==> src/rtl/coef_loader_pkg.sv <==
// ============================================================================
// Module      : coef_loader_pkg
// Description : Shared constants and state encoding for the coefficient loader
//               and the blocks that consume its coefficients.
// Revision    : 1.0 - initial release
// ============================================================================
`default_nettype none

package coef_loader_pkg;

    localparam int         C_N_COEF      = 16;
    localparam int         C_COEF_W      = 12;
    localparam logic [7:0] C_HDR_BYTE    = 8'hA5;
    localparam int         C_TIMEOUT_CYC = 1_000_000;

    typedef enum logic [2:0] {
        S_IDLE     = 3'd0,
        S_WAIT_HDR = 3'd1,
        S_HI       = 3'd2,
        S_LO       = 3'd3,
        S_CHK      = 3'd4,
        S_COMMIT   = 3'd5,
        S_ERR      = 3'd6
    } state_t;

    // Bits needed to hold values 0..max_val, never less than one.
    function automatic int cnt_width(input int max_val);
        return (max_val > 0) ? $clog2(max_val + 1) : 1;
    endfunction

endpackage

`default_nettype wire

==> src/rtl/coef_loader_timeout.sv <==
// ============================================================================
// Module      : coef_loader_timeout
// Description : Loadable down-counter with clear and expire flag, used as an
//               inter-byte watchdog by UART-driven controllers.
// Revision    : 1.0 - initial release
// ============================================================================
`default_nettype none

module coef_loader_timeout
    import coef_loader_pkg::*;
#(
    parameter int LOAD_VAL = C_TIMEOUT_CYC - 1
) (
    input  logic clk,
    input  logic rst,
    input  logic i_load,
    input  logic i_clr,
    input  logic i_dec,
    output logic o_expire
);

    localparam int CNT_W = cnt_width(LOAD_VAL);

    logic [CNT_W-1:0] r_cnt;

    always_ff @(posedge clk) begin
        if (rst || i_clr) begin
            r_cnt <= '0;
        end else if (i_load) begin
            r_cnt <= CNT_W'(LOAD_VAL);
        end else if (i_dec && (r_cnt != '0)) begin
            r_cnt <= r_cnt - CNT_W'(1);
        end
    end

    assign o_expire = (r_cnt == '0);

endmodule

`default_nettype wire

==> src/rtl/coef_loader.sv <==
// ============================================================================
// Module      : coef_loader
// Description : Parses a framed UART packet (header, N_COEF 2-byte coefficients,
//               XOR checksum) into the shadow coefficient bank and commits it.
// Revision    : 1.0 - initial release
// ============================================================================
`default_nettype none

module coef_loader
    import coef_loader_pkg::*;
#(
    parameter int         N_COEF      = C_N_COEF,
    parameter int         COEF_W      = C_COEF_W,
    parameter logic [7:0] HDR_BYTE    = C_HDR_BYTE,
    parameter int         TIMEOUT_CYC = C_TIMEOUT_CYC
) (
    input  logic                      clk_i,
    input  logic                      rst_i,
    input  logic                      start_i,
    input  logic [7:0]                rx_data_i,
    input  logic                      rx_valid_i,
    output logic                      coef_we_o,
    output logic [$clog2(N_COEF)-1:0] coef_addr_o,
    output logic [COEF_W-1:0]         coef_data_o,
    output logic                      commit_o,
    output logic                      fir_hold_o,
    output logic                      busy_o,
    output logic                      done_o,
    output logic                      error_o
);

    localparam int AW   = $clog2(N_COEF);
    localparam int HI_W = COEF_W - 8;

    state_t            r_state;
    logic [AW-1:0]     r_idx;
    logic [7:0]        r_csum;
    logic [HI_W-1:0]   r_hi;
    logic              r_coef_we;
    logic [AW-1:0]     r_coef_addr;
    logic [COEF_W-1:0] r_coef_data;
    logic              r_commit;
    logic              r_busy;
    logic              r_done;
    logic              r_err;

    logic w_active;
    logic w_tmo_load;
    logic w_tmo_clr;
    logic w_tmo_dec;
    logic w_tmo_zero;
    logic w_expire;

    // The watchdog only runs between bytes of the data/checksum phase.
    assign w_active   = (r_state == S_HI) || (r_state == S_LO) || (r_state == S_CHK);
    assign w_tmo_load = ((r_state == S_IDLE) && start_i) ||
                        ((r_state != S_IDLE) && rx_valid_i);
    assign w_tmo_clr  = (r_state == S_COMMIT) || (r_state == S_ERR);
    assign w_tmo_dec  = w_active && !rx_valid_i;
    assign w_expire   = w_tmo_dec && w_tmo_zero;

    coef_loader_timeout #(
        .LOAD_VAL (TIMEOUT_CYC - 1)
    ) u_timeout (
        .clk      (clk_i),
        .rst      (rst_i),
        .i_load   (w_tmo_load),
        .i_clr    (w_tmo_clr),
        .i_dec    (w_tmo_dec),
        .o_expire (w_tmo_zero)
    );

    always_ff @(posedge clk_i) begin
        if (rst_i) begin
            r_state     <= S_IDLE;
            r_idx       <= '0;
            r_csum      <= '0;
            r_hi        <= '0;
            r_coef_we   <= 1'b0;
            r_coef_addr <= '0;
            r_coef_data <= '0;
            r_commit    <= 1'b0;
            r_busy      <= 1'b0;
            r_done      <= 1'b0;
            r_err       <= 1'b0;
        end else begin
            r_coef_we <= 1'b0;
            r_commit  <= 1'b0;
            case (r_state)
                S_IDLE: begin
                    if (start_i) begin
                        r_state <= S_WAIT_HDR;
                        r_busy  <= 1'b1;
                        r_idx   <= '0;
                        r_csum  <= '0;
                        r_done  <= 1'b0;
                        r_err   <= 1'b0;
                    end
                end
                S_WAIT_HDR: begin
                    if (rx_valid_i && (rx_data_i == HDR_BYTE)) begin
                        r_state <= S_HI;
                    end
                end
                S_HI: begin
                    if (rx_valid_i) begin
                        r_hi    <= rx_data_i[HI_W-1:0];
                        r_csum  <= r_csum ^ rx_data_i;
                        r_state <= S_LO;
                    end else if (w_expire) begin
                        r_state <= S_ERR;
                    end
                end
                S_LO: begin
                    if (rx_valid_i) begin
                        r_csum      <= r_csum ^ rx_data_i;
                        r_coef_we   <= 1'b1;
                        r_coef_addr <= r_idx;
                        r_coef_data <= {r_hi, rx_data_i};
                        if (r_idx == AW'(N_COEF - 1)) begin
                            r_state <= S_CHK;
                        end else begin
                            r_idx   <= r_idx + AW'(1);
                            r_state <= S_HI;
                        end
                    end else if (w_expire) begin
                        r_state <= S_ERR;
                    end
                end
                S_CHK: begin
                    if (rx_valid_i) begin
                        r_state <= (rx_data_i == r_csum) ? S_COMMIT : S_ERR;
                    end else if (w_expire) begin
                        r_state <= S_ERR;
                    end
                end
                S_COMMIT: begin
                    r_commit <= 1'b1;
                    r_done   <= 1'b1;
                    r_busy   <= 1'b0;
                    r_state  <= S_IDLE;
                end
                S_ERR: begin
                    r_err   <= 1'b1;
                    r_busy  <= 1'b0;
                    r_state <= S_IDLE;
                end
                default: begin
                    r_busy  <= 1'b0;
                    r_state <= S_IDLE;
                end
            endcase
        end
    end

    assign coef_we_o   = r_coef_we;
    assign coef_addr_o = r_coef_addr;
    assign coef_data_o = r_coef_data;
    assign commit_o    = r_commit;
    assign fir_hold_o  = r_busy;
    assign busy_o      = r_busy;
    assign done_o      = r_done;
    assign error_o     = r_err;

endmodule

`default_nettype wire

==> config.mk <==
export PLATFORM = sky130hd
export DESIGN_NAME = coef_loader
export DESIGN_NICKNAME = d
export VERILOG_FILES = /design/src/rtl/coef_loader_pkg.sv /design/src/rtl/coef_loader_timeout.sv /design/src/rtl/coef_loader.sv
export SDC_FILE = /design/constraint.sdc
export NUM_CORES = 1
export LEC_CHECK = 0
export ABC_CLOCK_PERIOD_IN_PS = 2800
export CAP_MARGIN = 30
export CORE_UTILIZATION = 55
export DETAILED_ROUTE_END_ITERATION = 7
export GPL_ROUTABILITY_DRIVEN = 0
export GPL_TIMING_DRIVEN = 0
export PLACE_DENSITY = 0.89
export REMOVE_ABC_BUFFERS = 1
export SYNTH_ARGS = -nofsm -noshare
export SYNTH_HDL_FRONTEND = slang
export SYNTH_SLANG_ARGS = --single-unit
export TNS_END_PERCENT = 5
==> constraint.sdc <==
create_clock -name clk_i -period 2.8 [get_ports clk_i]
set_clock_uncertainty 0.1 [all_clocks]
set_input_delay 0.28 -clock clk_i [delete_from_list [all_inputs] [get_ports clk_i]]
set_output_delay 0.28 -clock clk_i [all_outputs]
set_load 0.01 [all_outputs]
Word-level counts from Yosys, hierarchy flattened
Index checks and enable logic that the tools add are counted.
- shifts and indexed selects: 0
- div/mod/pow operators: 0
- equality and inequality tests: 14
- bitwise gates (word level): 3
- add/sub/neg operators: 2
- reductions and logical operators: 33
- multiplexer cells: 25
- magnitude comparators: 0
- multipliers: 0
- operators by type and width (operator ; count):
    $mux 20 ; 2
    $mux 3 ; 7
    $logic_not 20->1 ; 1
    $reduce_bool 20->1 ; 1
    $sub 20x1->20 const B ; 1
    $mux 8 ; 2
    $pmux 8 s2 ; 1
    $pmux 3 s5 ; 1
    $mux 4 ; 3
    $reduce_and 2->1 ; 6
    $reduce_bool 2->1 ; 5
    $eq 3x3->1 const B ; 3
    $eq 8x8->1 ; 1
    $eq 8x8->1 const B ; 1
    $ne 2x2->1 const B ; 4
    $pmux 4 s2 ; 1
    $xor 8x8->8 ; 1
    $eq 3x2->1 const B ; 2
    $logic_and 1x1->1 ; 6
    $pmux 1 s2 ; 3
    $reduce_or 2->1 ; 3
    $logic_or 1x1->1 ; 5
    $add 4x1->4 const B ; 1
    $eq 4x4->1 const B ; 1
    other kinds (11) ; 15
- logic and storage cells: 90
- memories kept: 0
- memory bits (read-only): 0
- latch bits: 0
- output and inout bits: 22
- RAM bits: 0
- bits in registers: 60

Longest topological paths before layout
- depth after elaboration: 8
- gate-level depth with buffers: 8

Cells and area by module
From an unflattened synthesis, not the netlist that was laid out.
- cells, all modules: 345
- area, all modules: 2922.8 um^2
- by module, submodules not included (module ; seq. area each (um^2) ; times used ; area each (um^2) ; cells an instance):
    coef_loader ; 800.8 ; 1 ; 1860.5 ; 228
    coef_loader_timeout ; 400.4 ; 1 ; 1062.3 ; 117

Worst setup path after synthesis
OpenSTA, ideal clock, no wires.
- path kind: register to register
- start: reg u_timeout.r_cnt[2]
- end: reg u_timeout.r_cnt[16]
- buffers on the path: 0
- arrival time: 2263 ps
- path slack: 363 ps
- clock period less this slack: 2437 ps
- required time: 2626 ps
- cell stages (with the launch flop): 6
- setup time: 74 ps
- cells stage by stage: dfxtp_1 > or4_4 > or3_4 > or4_4 > or4_1 > a31oi_1
- longest elaborated chain between the ends: 3
- elaborated cells between the ends (all ways): 6
- classes of those cells: 1 x add/sub; 2 x mux; 3 x reduce/logical
- RTL lines (item ; RTL line ; RTL):
    from (decl) ; coef_loader_timeout.sv:24 ; logic [CNT_W-1:0] r_cnt;
    from (signal assigned) ; coef_loader_timeout.sv:30 ; r_cnt <= CNT_W'(LOAD_VAL);
    from (signal assigned) ; coef_loader_timeout.sv:32 ; r_cnt <= r_cnt - CNT_W'(1);
    $sub 20x1->20 or $reduce_bool 20->1 (tied branches) ; coef_loader_timeout.sv:32, coef_loader_timeout.sv:31 ;
    $mux 20 or $logic_and 1x1->1 (tied branches) ; coef_loader_timeout.sv:31 ; end else if (i_dec && (r_cnt != '0)) begin
    $mux 20 or $reduce_bool 2->1 (tied branches) ; -- ;
Several ways; a longest one is shown, not always the timed one. The select of a mux whose other input is x is not followed.
A chain may end at the register's enable or synchronous reset.

Worst setup path in the final report
- start: reg u_timeout.r_cnt[14]
- end: reg r_state[0]
- longest elaborated chain between the ends: 5
- elaborated cells between the ends (all ways): 7
- classes of those cells: 5 x mux; 2 x reduce/logical
- RTL lines (item ; RTL line ; RTL):
    $logic_not 20->1 * ; coef_loader_timeout.sv:36 ; assign o_expire = (r_cnt == '0);
    $logic_and 1x1->1 * ; coef_loader.sv:60 ; assign w_expire = w_tmo_dec && w_tmo_zero;
    $mux 3 * ; -- ;
    $mux 3 (on tied branches) ; -- ;
    $pmux 3 s5 * ; -- ;
    to (signal assigned) ; coef_loader.sv:132 ; r_state <= (rx_data_i == r_csum) ? S_COMMIT : S_ERR;
    to (decl) ; coef_loader.sv:35 ; state_t r_state;
Mark *: on every way between the ends. The rest lies on a longest branch, timed or not.

==> out/qor.txt <==
result of the run -> complete, no violations
First-pass DRT Iterations -> 5
post-layout min period -> 2.65 ns
clock transition at the register clock pins on the worst setup and hold paths after CTS -> 0.07 ns
simple-gate share of the synthesized area -> 25.4%
global-route wire length before repair -> 10.5 mm
multiplexer fraction of the synthesized cell area -> 0%
initial DRC count -> 185
area of the multi-input gates -> 0.00155 mm2
final count of negative-setup-slack endpoints -> 0
antenna cell count -> 0
routed wirelength normalized by instance count -> 14.3 um
clock latency on the worst-skew pair -> 0.34 ns
top cell types by occurrence after synthesis -> sky130_fd_sc_hd__dfxtp_1, sky130_fd_sc_hd__a21oi_1, sky130_fd_sc_hd__nand2_1, sky130_fd_sc_hd__nor2_1, sky130_fd_sc_hd__o21ai_0
Max Transition Viols Final -> 0
origin of the critical flop-to-flop path -> u_timeout.r_cnt[14]
remaining max-slew budget at the tightest pin -> 38.1%
number of buffers added to fix hold violations after cts -> 0
most used standard cell by instance count after synthesis -> sky130_fd_sc_hd__dfxtp_1
area delta synth->final -> 20.8%
Hold Path Class -> reg2reg
antenna violations before repair -> 0
dominant combinational cell family by area after synthesis -> simple AND/OR/NAND/NOR gates
die footprint -> 0.00545 mm2
Critical-path top delay cell -> sky130_fd_sc_hd__nor4_4
cell type with the highest aggregate area in the netlist -> sky130_fd_sc_hd__dfxtp_1
post-detailed-placement half-perimeter wirelength -> 4.17 mm
ANT nets after route -> 0
std cell rows -> 25
Worst Max-Slew Pin Slew -> 0.916 ns
post-synthesis adder-cell area fraction -> 1.32%
endpoint of the most critical setup path -> r_state[0]
vias in the first global route -> 2,407
data arrival time of the critical path -> 2.79 ns
leading cell types by total area after synthesis -> sky130_fd_sc_hd__dfxtp_1, sky130_fd_sc_hd__a21oi_1, sky130_fd_sc_hd__nand2_1
IR Drop Worst-Case VDD -> 380 uV
Yosys warning count -> 0
worst r2r dst -> r_state[0]
fraction of synthesized cell area in xor and xnor cells -> 5.87%
Post-synth EDFFs -> 0
Seq/Total Area, Yosys -> 42.4%
number of failing hold endpoints at the final stage -> 0
Compound-Gate Fraction of Synth Area -> 21.3%
Critical Path End Type -> flop
number of storage elements in the synthesis netlist -> 60
biggest fanout along the worst timing path -> 16
Clock Tree Buf Depth -> 2
Via Count -> 2,557
area of the placeable core -> 0.00485 mm2
Crit path max-delay family -> simple AND/OR/NAND/NOR gates
TritonCTS Buffers -> 9
die extent in x -> 73.8 um
proportion of netlist area held by the largest area contributor -> 42.4%
Bufs and invs on worst path -> 0
global-route total usage across every layer -> 25.1%
delay of the slowest critical-path stage -> 0.62 ns
RSZ-0062 raised after global routing -> no
achievable clock frequency -> 0.378 GHz
worst setup slack after layout -> 0.154 ns
Port-buffer cells -> 33
CTS tree -> built
most instantiated flip-flop cell in the synthesis netlist -> sky130_fd_sc_hd__dfxtp_1
CP Data Required Time -> 2.94 ns
master cell of the clock root buffer -> sky130_fd_sc_hd__clkbuf_8
worst r2r path cells -> 5
share of synthesized registers carrying an async set or reset -> 0%
Worst R2R Setup Slack -> 0.15 ns
Leak -> 1.16 nW
sequential cell area in the final layout -> 0.00120 mm2
finished layout cell area -> 0.00342 mm2
Die Y -> 73.8 um
initial cell density of the core -> 58.5%
nature of the critical path startpoint -> flop
average footprint of a synthesized cell -> 8.29 um2
net count of the finished layout -> 383
number of cells produced by synthesis -> 342
WS Path Type -> reg2reg
pin count of the biggest net entering global routing -> 29
total cell area at the placement stage -> 0.00319 mm2
fraction of the cycle the final worst path needs -> 94.5%
pwr/cell area -> 573 mW/mm2
cell-by-cell trace of the critical path -> or4_4 -> nor4_4 -> nand2_1 -> or4_1 -> a32o_1
area of the mapped netlist -> 0.00284 mm2
Post-route DRC -> 0
critical path depth -> 5
maximum level of the CTS H-tree -> 3
worst slack, placed -> -0.264 ns
fraction of layout cells with a size suffix above 1 -> 10.7%
I/O pin cnt -> 34
final wirelength -> 6.31 mm
layout filler cell count -> 395
timing startpoint of the critical path -> u_timeout.r_cnt[14]
routed via count divided by cell count -> 5.81
total congestion overflow -> 0
number of sinks handled by clock tree synthesis -> 60
number of max-cap violations -> 0
number of distinct library cells after synthesis -> 54
[report_power, final]
part           internal (mW)  switching, mW
sequential             0.884         0.0409
clock                  0.456          0.337
combinational          0.105          0.139
total                   1.45          0.516
[worst register-to-register path: stages, from the launching register on]
cell	delay [ns]
sky130_fd_sc_hd__dfxtp_1	0.37
sky130_fd_sc_hd__or4_4	0.57
sky130_fd_sc_hd__nor4_4	0.62
sky130_fd_sc_hd__nand2_1	0.16
sky130_fd_sc_hd__or4_1	0.50
sky130_fd_sc_hd__a32o_1	0.22
[metal layers]
layer / vias up / GRT usage (%) / wire length, um
met5: - / 0 / 0
met4: 0 / 13.0 / 144
met3: 14 / 6.31 / 282
met2: 69 / 43.0 / 3170
met1: 1185 / 28.6 / 2710
li1: 1289 / - / -
[cells in the final DEF (no fill, tap or decap), types with 7 or more instances in the layout]
| cell type | netlist | final |
|---|---|---|
| sky130_fd_sc_hd__nor3b_1 | 9 | 8 |
| sky130_fd_sc_hd__nor2_1 | 27 | 27 |
| sky130_fd_sc_hd__clkdlybuf4s50_1 | 0 | 33 |
| sky130_fd_sc_hd__a21oi_1 | 47 | 46 |
| sky130_fd_sc_hd__nand2_1 | 46 | 46 |
| sky130_fd_sc_hd__dfxtp_1 | 60 | 57 |
| sky130_fd_sc_hd__o21ai_0 | 20 | 20 |
| sky130_fd_sc_hd__clkbuf_8 | 0 | 11 |
| sky130_fd_sc_hd__xnor2_1 | 12 | 12 |
| sky130_fd_sc_hd__xor2_1 | 7 | 7 |
[what timing repair did]
action / 4_1_cts / 5_1_grt
gates cloned: 0 / 0
pin swaps: 0 / 1
buffers inserted: 0 / 0
endpoints found under the setup margin: 2 / 2
gates resized for setup: 3 / 5
[stage by stage]
stage | std cells | setup TNS [ns] | hold slack, ns | total power, mW | utilization, %
after floorplan | 323 | 0 | 0.249 | 1.08 | -
after CTS | 440 | 0 | 0.351 | 1.96 | 70.2
final | 440 | 0 | 0.352 | 1.96 | 70.6
after detailed placement | 424 | -0.322 | 0.341 | 1.17 | 65.9
after global placement | 423 | -0.220 | 0.337 | 1.16 | 65.3
after global routing | 440 | 0 | 0.385 | 2.03 | 70.6
[cell families (layout without fill, tap and decap cells)]
family                     count (synthesis)  count (layout)
DFF                                       60              60
xor gates and xnor gates                  19              19
buffers and inverters                     25              56
AOI/OAI and AO/OA                        101             101
and+or+nand+nor                          134             134
adders and majority gates                  3               3
[state kept, by name (all words and copies together), names as in the netlist]
register / cells
error_o: 1
r_idx: 4
coef_data_o: 12
busy_o: 1
done_o: 1
r_csum: 8
r_state: 3
u_timeout.r_cnt: 20
commit_o: 1
r_hi: 4
coef_we_o: 1
coef_addr_o: 4
[worst min path at each step]
stage | from | end | slack (ns) | cells past startpoint
after CTS | r_hi[1] | coef_data_o[9] | 0.35 | 2
after floorplan | rst_i | coef_addr_o[0] | 0.25 | 1
after detailed placement | r_hi[1] | coef_data_o[9] | 0.34 | 2
final | r_hi[3] | coef_data_o[11] | 0.35 | 2
after global routing | coef_data_o[9] | coef_data_o[9] | 0.38 | 2
after global placement | r_hi[3] | coef_data_o[11] | 0.34 | 2
[area by class of cell]
| class | instances | area share (%) |
|---|---|---|
| flip-flops and latches | 60 | 35.2 |
| clock buffers | 12 | 4.53 |
| repair buffers | 34 | 10.4 |
| clock inverters | 4 | 1.39 |
| multi-input cells | 257 | 45.3 |
| inverters | 6 | 0.658 |
| well taps | 67 | 2.45 |
No activity file was read; power rests on OpenSTA's default activity.
